===== src/rtl/multi_clock_divider.sv =====
// -----------------------------------------------------------------------------
// multi_clock_divider
//
// Multi-channel programmable clock divider for board-level timebases
// (LED blink, display refresh, debounce sampling). Every channel divides clk
// by its own run-time divide value N. It runs either as a periodic 50% square
// wave (period 2N) or as a retriggerable one-shot timer (busy for N cycles).
// Each channel also produces a one-cycle tick at every terminal count.
//
// Ports
//   clk       in   system clock, rising edge
//   reset     in   synchronous active-high reset
//   enable    in   [NUM_CH]  per-channel count enable (low pauses)
//   sync      in   global phase-align strobe (clears cnt/pulse/tick)
//   start     in   [NUM_CH]  per-channel one-shot trigger
//   cfg_we    in   configuration write strobe
//   cfg_ch    in   [CH_W]    channel addressed by cfg_we
//   cfg_div   in   [CNT_W]   new divide value N
//   cfg_mode  in   new mode: 0 = periodic, 1 = one-shot
//   pulse     out  [NUM_CH]  divided clock / one-shot window (registered)
//   tick      out  [NUM_CH]  terminal-count strobe (registered)
//   busy      out  [NUM_CH]  one-shot running (registered)
// -----------------------------------------------------------------------------
module multi_clock_divider #(
    parameter int          NUM_CH  = 4,
    parameter int          CNT_W   = 30,
    parameter int unsigned DIV_RST = 32'd1073741823,
    parameter int          CH_W    = 2
) (
    input  logic              clk,
    input  logic              reset,
    input  logic [NUM_CH-1:0] enable,
    input  logic              sync,
    input  logic [NUM_CH-1:0] start,
    input  logic              cfg_we,
    input  logic [CH_W-1:0]   cfg_ch,
    input  logic [CNT_W-1:0]  cfg_div,
    input  logic              cfg_mode,
    output logic [NUM_CH-1:0] pulse,
    output logic [NUM_CH-1:0] tick,
    output logic [NUM_CH-1:0] busy
);

    localparam logic [CNT_W-1:0] DIV_INIT = CNT_W'(DIV_RST);
    localparam logic [CNT_W-1:0] CNT_ZERO = {CNT_W{1'b0}};
    localparam logic [CNT_W-1:0] CNT_ONE  = CNT_W'(1);

    // Channel state
    logic [CNT_W-1:0]  r_cnt [NUM_CH];
    logic [CNT_W-1:0]  r_div [NUM_CH];
    logic [NUM_CH-1:0] r_mode;
    logic [NUM_CH-1:0] r_pulse;
    logic [NUM_CH-1:0] r_tick;
    logic [NUM_CH-1:0] r_busy;

    // Next-state values
    logic [CNT_W-1:0]  w_cnt_nxt [NUM_CH];
    logic [CNT_W-1:0]  w_div_nxt [NUM_CH];
    logic [NUM_CH-1:0] w_mode_nxt;
    logic [NUM_CH-1:0] w_pulse_nxt;
    logic [NUM_CH-1:0] w_tick_nxt;
    logic [NUM_CH-1:0] w_busy_nxt;

    // Per-channel decode
    logic [NUM_CH-1:0] w_cfg_hit;
    logic [CNT_W-1:0]  w_eff_div [NUM_CH];
    logic [NUM_CH-1:0] w_eff_mode;
    logic [NUM_CH-1:0] w_start_ok;
    logic [NUM_CH-1:0] w_active;
    logic [NUM_CH-1:0] w_wrap;

    genvar g;
    generate
        for (g = 0; g < NUM_CH; g++) begin : g_dec
            // Addresses beyond NUM_CH-1 never match any channel, so such
            // writes are dropped.
            assign w_cfg_hit[g]  = cfg_we && (cfg_ch == CH_W'(g));
            // A start in the same cycle as a cfg write is judged against the
            // configuration being written, not the old one.
            assign w_eff_div[g]  = w_cfg_hit[g] ? cfg_div  : r_div[g];
            assign w_eff_mode[g] = w_cfg_hit[g] ? cfg_mode : r_mode[g];
            assign w_start_ok[g] = start[g] && w_eff_mode[g] && (w_eff_div[g] != CNT_ZERO);
            // Periodic channels run whenever N is non-zero; one-shots only
            // while their window is open.
            assign w_active[g]   = enable[g] && (r_mode[g] ? r_busy[g] : (r_div[g] != CNT_ZERO));
            assign w_wrap[g]     = w_active[g] && (r_cnt[g] == (r_div[g] - CNT_ONE));
        end
    endgenerate

    // Next-state selection: cfg write > start > sync > counting > hold
    always_comb begin
        for (int i = 0; i < NUM_CH; i++) begin
            w_cnt_nxt[i]   = r_cnt[i];
            w_div_nxt[i]   = r_div[i];
            w_mode_nxt[i]  = r_mode[i];
            w_pulse_nxt[i] = r_pulse[i];
            w_busy_nxt[i]  = r_busy[i];
            w_tick_nxt[i]  = 1'b0;

            if (w_cfg_hit[i]) begin
                w_div_nxt[i]   = cfg_div;
                w_mode_nxt[i]  = cfg_mode;
                w_cnt_nxt[i]   = CNT_ZERO;
                // Clear, unless a simultaneous start opens a fresh window
                w_pulse_nxt[i] = w_start_ok[i];
                w_busy_nxt[i]  = w_start_ok[i];
            end else if (w_start_ok[i]) begin
                // Retrigger wins over a wrap, but the wrap's tick still fires
                w_cnt_nxt[i]   = CNT_ZERO;
                w_busy_nxt[i]  = 1'b1;
                w_pulse_nxt[i] = 1'b1;
                w_tick_nxt[i]  = w_wrap[i];
            end else if (sync) begin
                // Busy one-shots keep busy and simply restart their count
                w_cnt_nxt[i]   = CNT_ZERO;
                w_pulse_nxt[i] = 1'b0;
            end else if (w_wrap[i]) begin
                w_cnt_nxt[i]  = CNT_ZERO;
                w_tick_nxt[i] = 1'b1;
                if (r_mode[i]) begin
                    w_busy_nxt[i]  = 1'b0;
                    w_pulse_nxt[i] = 1'b0;
                end else begin
                    w_pulse_nxt[i] = ~r_pulse[i];
                end
            end else if (w_active[i]) begin
                w_cnt_nxt[i] = r_cnt[i] + CNT_ONE;
            end else begin
                // Paused or stalled: hold everything, tick stays low
                w_cnt_nxt[i] = r_cnt[i];
            end
        end
    end

    // Channel state registers with synchronous reset
    always_ff @(posedge clk) begin
        if (reset) begin
            for (int i = 0; i < NUM_CH; i++) begin
                r_cnt[i] <= CNT_ZERO;
                r_div[i] <= DIV_INIT;
            end
            r_mode  <= {NUM_CH{1'b0}};
            r_pulse <= {NUM_CH{1'b0}};
            r_tick  <= {NUM_CH{1'b0}};
            r_busy  <= {NUM_CH{1'b0}};
        end else begin
            for (int i = 0; i < NUM_CH; i++) begin
                r_cnt[i] <= w_cnt_nxt[i];
                r_div[i] <= w_div_nxt[i];
            end
            r_mode  <= w_mode_nxt;
            r_pulse <= w_pulse_nxt;
            r_tick  <= w_tick_nxt;
            r_busy  <= w_busy_nxt;
        end
    end

    assign pulse = r_pulse;
    assign tick  = r_tick;
    assign busy  = r_busy;

endmodule


===== config.mk =====
export PLATFORM = sky130hd
export DESIGN_NAME = multi_clock_divider
export DESIGN_NICKNAME = d
export VERILOG_FILES = /design/src/rtl/multi_clock_divider.sv
export SDC_FILE = /design/constraint.sdc
export NUM_CORES = 1
export LEC_CHECK = 0
export CORE_ASPECT_RATIO = 1.75
export CORE_MARGIN = 2
export CORE_UTILIZATION = 35
export CTS_BUF_LIST = sky130_fd_sc_hd__clkbuf_8
export DETAILED_ROUTE_END_ITERATION = 12
export DONT_BUFFER_PORTS = 1
export GPL_TIMING_DRIVEN = 0
export MAX_ROUTING_LAYER = met4
export PLACE_DENSITY_LB_ADDON = 0.25
export SLEW_MARGIN = 0
export SYNTH_ARGS = -nofsm -noshare
export SYNTH_HDL_FRONTEND = slang
export SYNTH_SLANG_ARGS = --single-unit

===== constraint.sdc =====
create_clock -name clk -period 4.11 [get_ports clk]
set_clock_uncertainty 0.2 [all_clocks]
set_input_delay 0.6165 -clock clk [delete_from_list [all_inputs] [get_ports clk]]
set_output_delay 0.6165 -clock clk [all_outputs]
set_load 0.01 [all_outputs]

# [Word-level counts from Yosys, hierarchy flattened]
# Memories as Yosys holds them, arrays and structs flattened.
# Index checks and enable logic that the tools add are counted.
[classes] add_sub_neg=8 eq_ne=11 n_mux=95 n_bitwise=12 reduce_logical=49
[ops] operator="30-bit 2-to-1 mux" count=32
[ops] operator="30-bit nonzero test" count=8
[ops] operator="30-bit by 1-bit adder with 30-bit output, second input constant" count=4
[ops] operator="30-bit equality test" count=4
[ops] operator="30-bit by 1-bit subtractor with 30-bit output, second input constant" count=4
[ops] operator="1-bit 2-to-1 mux" count=63
[ops] operator="3-bit nonzero test" count=8
[ops] operator="1-bit logical AND" count=20
[ops] operator="4-bit nonzero test" count=4
[ops] operator="3-bit by 1-bit != test with 1-bit output, second input constant" count=4
[ops] operator="3-bit AND reduction" count=4
[ops] operator="1-bit OR" count=8
[ops] operator="2-bit OR reduction" count=4
[ops] operator="2-bit equality test, second input constant" count=2
[ops] operator="1-bit NOT" count=4
[ops] operator="2-bit by 1-bit equality test with 1-bit output, second input constant" count=1
[ops] operator="2-bit zero test" count=1
[word_totals] register_bits=16 mem_bits_rw=240 memories=2
[mem_list] name="r_cnt" words=4 width=30 read_ports=4 rd_ports_with_merged_regs=0 wr=4 line_no="49" text="logic [CNT_W-1:0] r_cnt [NUM_CH];"
[mem_list] name="r_div" words=4 width=30 read_ports=4 rd_ports_with_merged_regs=0 wr=4 line_no="50" text="logic [CNT_W-1:0] r_div [NUM_CH];"

# [Depth between registers and ports, before layout]
# Gate-level depths: netlist (run 1).
[logic_depth] word_depth=9 depth_mapped=12

# [Worst setup path after synthesis (run 1)]
# No wires, ideal clock.
[synth_path] kind="register to register" start="mem r_div[1][25]" end="mem r_cnt[1][3]" setup_time_ns=0.116 arrival_ns=3.078 required_ns=3.794 slack_ns=0.716 stages_incl_launch_ff=10 path_buffers=1 synth_period_minus_slack_ns=3.394 path_cell_list="dfxtp_1 > or4_4 > or4b_1 > a2111oi_2 > o32ai_1 > or4_1 > nor4_2 > or3b_4 > buf_6 > nor2_1"
[synth_rtl] element="start, declared" line_no="50"
[synth_rtl] element="end, declared" line_no="49"

==> results of run 1 <==
cell type report:
| cell class | instances | area (um2) | area share |
|---|---|---|---|
| multi-input cells | 1560 | 9677 | 0.5593 |
| flip-flops and latches | 256 | 5125 | 0.2962 |
| well taps | 566 | 708.2 | 0.04093 |
| clock buffers | 49 | 674.4 | 0.03898 |
| plain buffers | 110 | 489.2 | 0.02828 |
| repair buffers | 33 | 325.3 | 0.01880 |
| inverters | 45 | 168.9 | 0.009764 |
| clock inverters | 17 | 117.6 | 0.006798 |
| diodes | 6 | 15.01 | 0.0008679 |
routing by layer:
layer	routed length, um	up-vias	track usage
met5	0	-	-
met3	3642	183	0.03972
li1	-	7084	-
met1	19940	7076	0.2575
met2	27140	493	0.4256
met4	2773	0	0.1094
timing repair:
action	CTS	global route
gates cloned	0	0
resized for setup	2	13
endpoints found under the hold margin	124	0
hold buffers	31	0
buffers inserted	0	2
endpoints found under the setup margin	31	95
pin swaps	0	3
sequential cells by signal, summed over array words and instances, names as in the netlist:
signal  cells
r_cnt     120
r_div     120
busy        4
pulse       4
r_mode      4
tick        4
report_power, final:
part           total [uW]  switching [uW]  internal, uW  leakage, uW
clock network        2250            1060          1190     0.000459
registers            2650            99.8          2550      0.00208
logic                 498             310           188      0.00325
cells in the mapped netlist, types with 5 or more instances:
library cell,count
sky130_fd_sc_hd__nor4b_1,10
sky130_fd_sc_hd__or2_2,8
sky130_fd_sc_hd__inv_1,45
sky130_fd_sc_hd__ha_1,12
sky130_fd_sc_hd__or4_1,37
sky130_fd_sc_hd__nand3b_1,120
sky130_fd_sc_hd__nand2b_1,19
sky130_fd_sc_hd__and4_1,21
sky130_fd_sc_hd__mux2i_1,12
sky130_fd_sc_hd__nand4b_1,7
sky130_fd_sc_hd__xnor2_1,160
sky130_fd_sc_hd__dfxtp_1,256
sky130_fd_sc_hd__a31oi_1,15
sky130_fd_sc_hd__or3_1,17
sky130_fd_sc_hd__nor3_1,70
sky130_fd_sc_hd__nor4_1,65
sky130_fd_sc_hd__a21oi_1,27
sky130_fd_sc_hd__clkbuf_1,89
sky130_fd_sc_hd__a211o_1,11
sky130_fd_sc_hd__nor3b_1,8
sky130_fd_sc_hd__xor2_1,96
sky130_fd_sc_hd__o311ai_0,6
sky130_fd_sc_hd__o31ai_1,6
sky130_fd_sc_hd__a211oi_1,6
sky130_fd_sc_hd__nand4_1,52
sky130_fd_sc_hd__and3_1,19
sky130_fd_sc_hd__or4b_2,5
sky130_fd_sc_hd__buf_2,10
sky130_fd_sc_hd__o211ai_1,7
sky130_fd_sc_hd__nand2_1,317
sky130_fd_sc_hd__o21ai_0,19
sky130_fd_sc_hd__nor2_1,234
sky130_fd_sc_hd__a2111oi_0,12
sky130_fd_sc_hd__buf_6,8
sky130_fd_sc_hd__nor2b_1,15
sky130_fd_sc_hd__o21a_1,5
sky130_fd_sc_hd__nand3_1,63
path summary, 6_finish.rpt:
| check | start | to | slack, ps |
|---|---|---|---|
| setup / recovery | r_div[0][0] | pulse[0] | 80 |
| setup reg to reg | r_div[0][0] | pulse[0] | 80 |
| hold reg to reg | r_mode[2] | r_mode[2] | 300 |
| hold / removal | start[3] | busy[3] | 130 |
cell families (layout without fill, tap and decap cells):
group	after synthesis	in the layout
and+or+nand+nor	1112	1112
xor gates and xnor gates	256	256
DFF	256	256
AOI/OAI and AO/OA	165	165
buffers and inverters	155	254
muxes	15	15
adders and majority gates	12	12
other	0	6
critical path, stage by stage, from the launching register on:
cell and delay [ps]:
sky130_fd_sc_hd__dfxtp_1 400, sky130_fd_sc_hd__inv_1 140, sky130_fd_sc_hd__ha_1 250, sky130_fd_sc_hd__or4b_2 700
sky130_fd_sc_hd__a2111oi_1 430, sky130_fd_sc_hd__o21ai_0 230, sky130_fd_sc_hd__a221o_1 350, sky130_fd_sc_hd__nor4b_1 290
sky130_fd_sc_hd__nand4b_1 240, sky130_fd_sc_hd__buf_4 200, sky130_fd_sc_hd__or4_1 410, sky130_fd_sc_hd__nand3_1 100
layout by cell type, fill, tap and decap left out, drive strengths merged, types with 12 or more instances in the layout:
cell         instances
xnor2              160
a2111oi             13
dlygate4sd3         31
nand4               54
o21ai               19
or3                 17
a21oi               27
nor2b               15
nand3               63
nor4                67
nand2b              19
mux2i               12
and3                19
dfxtp              256
ha                  12
nand2              317
or4                 40
xor2                96
nor3                71
clkbuf             140
inv                 59
nand3b             120
and4                21
nor2               234
buf                 21
a31oi               15
stage by stage:
stage / TNS, ps / instance area (um2) / power [uW]
6_report: 0 / 17300 / 5394
2_1_floorplan: 0 / 15380 / 2989
4_1_cts: 0 / 17210 / 5432
5_1_grt: 0 / 17290 / 5598
3_3_place_gp: 0 / 16090 / 3110
3_5_place_dp: -488.2 / 16090 / 3120
==> flow_metrics.tcl, run 1 <==
set metrics [dict create \
    rsz0062_at_grt "no" \
    power_density_mw_per_mm2 311.8 \
    first_global_vias 14410 \
    max_cap_viol_count 0 \
    post_synth_edffs 0 \
    synth_largest_type_area_fraction 0.3331 \
    wire_length_of_the_first_global_routing_pass_um 82160 \
    postSynthAreaPerCell_um2 7.806 \
    design.final.nets 2102 \
    synth_simple_gate_area_frac 0.3802 \
    synth_top_family_by_area "simple AND/OR/NAND/NOR gates" \
    clock-sinks 256 \
    die_height_um 281.4 \
    root_buffer "sky130_fd_sc_hd__clkbuf_8" \
    grt_max_degree 11 \
    outcome "finished, final reports clean" \
    syn-instance-count 1971 \
    holdCritPathClass "in -> reg" \
    worst_pin_slew_ps 1248 \
    holdPathStages 2 \
    detailedRoute.firstPassIterationCount 7 \
    cts_tree "yes" \
    synth.distinct_cells 77 \
    timing.final.crit_share 0.9797 \
    drc_errors 0 \
    detailed_place_hpwl_um 38170 \
    worst_r2r_path_depth 11 \
    setup-violations-final 0 \
    total_overflow_reported_by_the_global_router 0 \
    final_core_util 0.3991 \
    yosys.area_share.xor_xnor 0.1457 \
    finalHoldWorstSlack_ps 129.3 \
    post-place-ws_ps -33.90 \
    timing.slew.headroom 0.1664 \
    cellLeakagePower_uw 0.005795 \
    arrival_time_at_the_worst_endpoint_ps 4320 \
    cells_taking_the_most_area_after_synthesis "sky130_fd_sc_hd__dfxtp_1 33%, sky130_fd_sc_hd__xnor2_1 9.1%, sky130_fd_sc_hd__nand2_1 7.7%" \
    cts.path.max_buffers 3 \
    yosys_warnings 0 \
    globalplace.congestion 0.9170 \
    netlist_area_mm2 0.01538 \
    groute.usage.overall 0.2386 \
    cts-htree-levels 2 \
    synth_mux_area_frac 0.01000 \
    vdd_ir_drop_max_v 0.0002873 \
    yosys.area_share.adder 0.009759 \
    first_iter_violations 967 \
    share_of_cells_above_drive_strength_1 0.05556 \
    nature_of_the_critical_path_startpoint "flip-flop" \
    antenna_left 0 \
    viasPerCell 5.615 \
    hold_viol_final 0 \
    place.port_buffers 0 \
    floorplan.core_area_mm2 0.04335 \
    detail_route.wl_per_cell_um 20.25 \
    postSynthRegisterBits 256 \
    layoutNonFillerInstCount 2642 \
    synth_top_flop_cell "sky130_fd_sc_hd__dfxtp_1" \
    filler_cell_count 4514 \
    area_growth_pct 12.45 \
    place.detailed.instances 2537 \
    finalWorstSetupSlack_ps 83.46 \
    via_count 14840 \
    die_width_um 162.5 \
    worstPathRequired_ps 4410 \
    fp.dieArea_mm2 0.04572 \
    async_s_r_ff_share_synth 0 \
    grt_antenna_before_repair 4 \
    critical_path_class "reg -> reg" \
    max_freq_mhz 248.4 \
    synth-compound-area-share 0.07856 \
    final_max_slew_viol_count 0 \
    setup.worst_path.end_class "flip-flop" \
    final.min_clock_period_ps 4027 \
    clock_insertion_delay_worst_skew_ps 570 \
    ios 57 \
    crit_path_max_fanout 6 \
    number_of_core_rows 101 \
    synth_nets 2028 \
    share_of_synthesized_area_occupied_by_flip_flops_and_latches 0.3331 \
    yosysTopAreaCell "sky130_fd_sc_hd__dfxtp_1" \
    postRouteWirelength_um 53500 \
    cts.reportedPaths.clkPinSlew_ps 70 \
    effective_utilization_at_floorplan 0.3549 \
    tritoncts.num_buffers 39 \
]
(Power assumes the default switching activity.)
==> run 2: changes to the inputs <==
Settings changed: DONT_BUFFER_PORTS 1 to default.
==> run 2 against run 1 <==
Net effect: routed wire length shrank 4.6%; setup slack gained 100 ps; sequential power is essentially flat; sequential share of layout area shrank 0.44 points; largest power group unchanged; core utilization grew 0.60 points; critical path depth shrank 1; clock power is essentially flat; count of clock-buffer cells in the layout shrank 1; fmax grew 2.7%; via count shrank 0.51%; combinational power grew 6.6%; power grew 0.54%.
==> flow_metrics.tcl, run 2 (synthesis results as in run 1) <==
set metrics [dict create \
    power_density_mw_per_mm2 308.8 \
    power.share.sequential 0.488 \
    intPower_uw 3936 \
    cellLeakagePower_uw 0.005902 \
    cts.reportedPaths.clkPinSlew_ps 60 \
    power_uw 5423 \
    worst_r2r_endpoint "r_cnt[3][7]" \
    globalplace.congestion 0.9256 \
    setup.worst_path.end_class "flip-flop" \
    holdCritPathClass "reg -> reg" \
    max_cap_viol_count 0 \
    number_of_core_rows 101 \
    root_buffer "sky130_fd_sc_hd__clkbuf_8" \
    outcome "finished, final reports clean" \
    drc_errors 0 \
    startpoint_of_the_worst_register_to_register_path "r_div[3][12]" \
    die_width_um 162.5 \
    switching_power_uw 1487 \
    timing.slew.headroom 0.2025 \
    cts-htree-levels 2 \
    fp.dieArea_mm2 0.04572 \
    final.min_clock_period_ps 3922 \
    timing.final.crit_share 0.9543 \
    reg.largest.list "r_cnt x120, r_div x120" \
    area_growth_pct 14.13 \
    setup-violations-final 0 \
    cts.path.max_buffers 3 \
    groute.usage.overall 0.2289 \
    timing.hold.worst_endpoint "r_mode[2]" \
    total_overflow_reported_by_the_global_router 0 \
    critical_path_class "reg -> reg" \
    crit_path_max_fanout 10 \
    final_max_slew_viol_count 0 \
    effective_utilization_at_floorplan 0.3549 \
    filler_cell_count 4458 \
    ctsHoldBuffers 0 \
    viasPerCell 5.539 \
    worstPathRequired_ps 4370 \
    mostFrequentLayoutCell "sky130_fd_sc_hd__nand2_1" \
    clock-sinks 256 \
    swShare 0.2742 \
    holdPathStages 2 \
    vdd_ir_drop_max_v 0.0002026 \
    ios 57 \
    first_global_vias 14700 \
    comb_power_share 0.098 \
    rsz0062_at_grt "no" \
    hold_viol_final 0 \
    wire_length_of_the_first_global_routing_pass_um 79840 \
    detailed_place_hpwl_um 38510 \
    place.port_buffers 54 \
    first_iter_violations 853 \
    grt_antenna_before_repair 1 \
    placed_cell_area_mm2 0.01663 \
    floorplan.core_area_mm2 0.04335 \
    tritoncts.num_buffers 40 \
    hold_path.startpoint "r_mode[2]" \
    antenna_left 0 \
    detailedRoute.firstPassIterationCount 5 \
    finalHoldWorstSlack_ps 291.2 \
    place.detailed.instances 2591 \
    layoutNonFillerInstCount 2665 \
    cts_tree "yes" \
    postRouteWirelength_um 51040 \
    mostFrequentLayoutCells "317 x sky130_fd_sc_hd__nand2_1, 256 x sky130_fd_sc_hd__dfxtp_1, 234 x sky130_fd_sc_hd__nor2_1" \
    max_freq_mhz 255.0 \
    clock_power_share 0.414 \
    share_of_cells_above_drive_strength_1 0.05767 \
    clock_insertion_delay_worst_skew_ps 580 \
    worst_r2r_path_depth 10 \
    via_count 14760 \
    worst_pin_slew_ps 1194 \
    design.final.nets 2129 \
    grt_max_degree 11 \
    r2r_slack_ps 190 \
    die_height_um 281.4 \
    arrival_time_at_the_worst_endpoint_ps 4180 \
    nature_of_the_critical_path_startpoint "flip-flop" \
    final_cell_area_mm2 0.01756 \
    detail_route.wl_per_cell_um 19.15 \
]
-- run 2: changes by cell type in the layout (fill, tap and decap cells not counted), sizes merged --
cell and change:
dlygate4sd3 -31, buf +4, inv -1, clkinv +4, clkdlybuf4s50 +54, clkbuf -2, diode -5
-- run 2: layer usage --
layer | up-vias | GRT usage | share of wire
met5 | - | - | 0
met4 | 0 | 0.1112 | 0.052
met3 | 176 | 0.02633 | 0.042
met2 | 455 | 0.4191 | 0.52
met1 | 7007 | 0.2428 | 0.38
li1 | 7123 | - | -
-- run 2: cell type report --
| type | count | area, um2 | area share |
|---|---|---|---|
| Buffer | 110 | 494.2 | 0.02815 |
| Antenna cell | 1 | 2.502 | 0.0001425 |
| Inverter | 45 | 168.9 | 0.009620 |
| Clock inverter | 20 | 133.9 | 0.007624 |
| Tap cell | 566 | 708.2 | 0.04033 |
| Clock buffer | 48 | 660.6 | 0.03762 |
| Multi-Input combinational cell | 1560 | 9688 | 0.5517 |
| Timing Repair Buffer | 59 | 578.1 | 0.03292 |
| Sequential cell | 256 | 5125 | 0.2919 |
-- run 2: worst max path at each step --
stage	start	endpoint	slack [ps]
2_1_floorplan	r_div[1][25]	r_cnt[1][3]	720
3_3_place_gp	r_div[3][2]	r_cnt[3][26]	-150
3_5_place_dp	r_div[3][2]	r_cnt[3][26]	-180
4_1_cts	r_div[1][2]	r_cnt[1][0]	10
5_1_grt	r_div[3][0]	r_cnt[3][9]	10
6_report	r_div[3][12]	r_cnt[3][7]	190
-- run 2: power groups by stage --
| stage | sequential, uW | clock [uW] | combinational [uW] |
|---|---|---|---|
| after floorplan | 2660 | 0 | 328 |
| after global placement | 2700 | 0 | 514 |
| final | 2650 | 2240 | 531 |
| after CTS | 2640 | 2310 | 526 |
| after detailed placement | 2700 | 0 | 523 |
| after global routing | 2650 | 2410 | 580 |
-- run 2: repair_timing --
item / 4_1_cts / 5_1_grt
setup buffers: 3 / 2
pin swaps: 1 / 3
gates resized for setup: 2 / 19
endpoints found under the hold margin: 0 / 0
setup endpoints to repair: 48 / 125
-- run 2: metrics by stage --
stage	setup WS, ps	util	TNS (ps)
after global routing	14.18	0.4051	0
after floorplan	716.0	-	0
after CTS	11.10	0.4028	0
after global placement	-148.5	0.3837	-4212
after detailed placement	-180.6	0.3837	-5050
final	187.7	0.4051	0
-- run 2: worst max-delay path, cell delays in order (launching register included) --
cell	delay (ps)
sky130_fd_sc_hd__dfxtp_1	430
sky130_fd_sc_hd__or4_1	520
sky130_fd_sc_hd__clkbuf_1	200
sky130_fd_sc_hd__or4_1	420
sky130_fd_sc_hd__nor3_1	250
sky130_fd_sc_hd__mux2_2	390
sky130_fd_sc_hd__a2111oi_0	440
sky130_fd_sc_hd__nand4_1	290
sky130_fd_sc_hd__nand4_1	300
sky130_fd_sc_hd__buf_2	280
sky130_fd_sc_hd__nor2_1	70
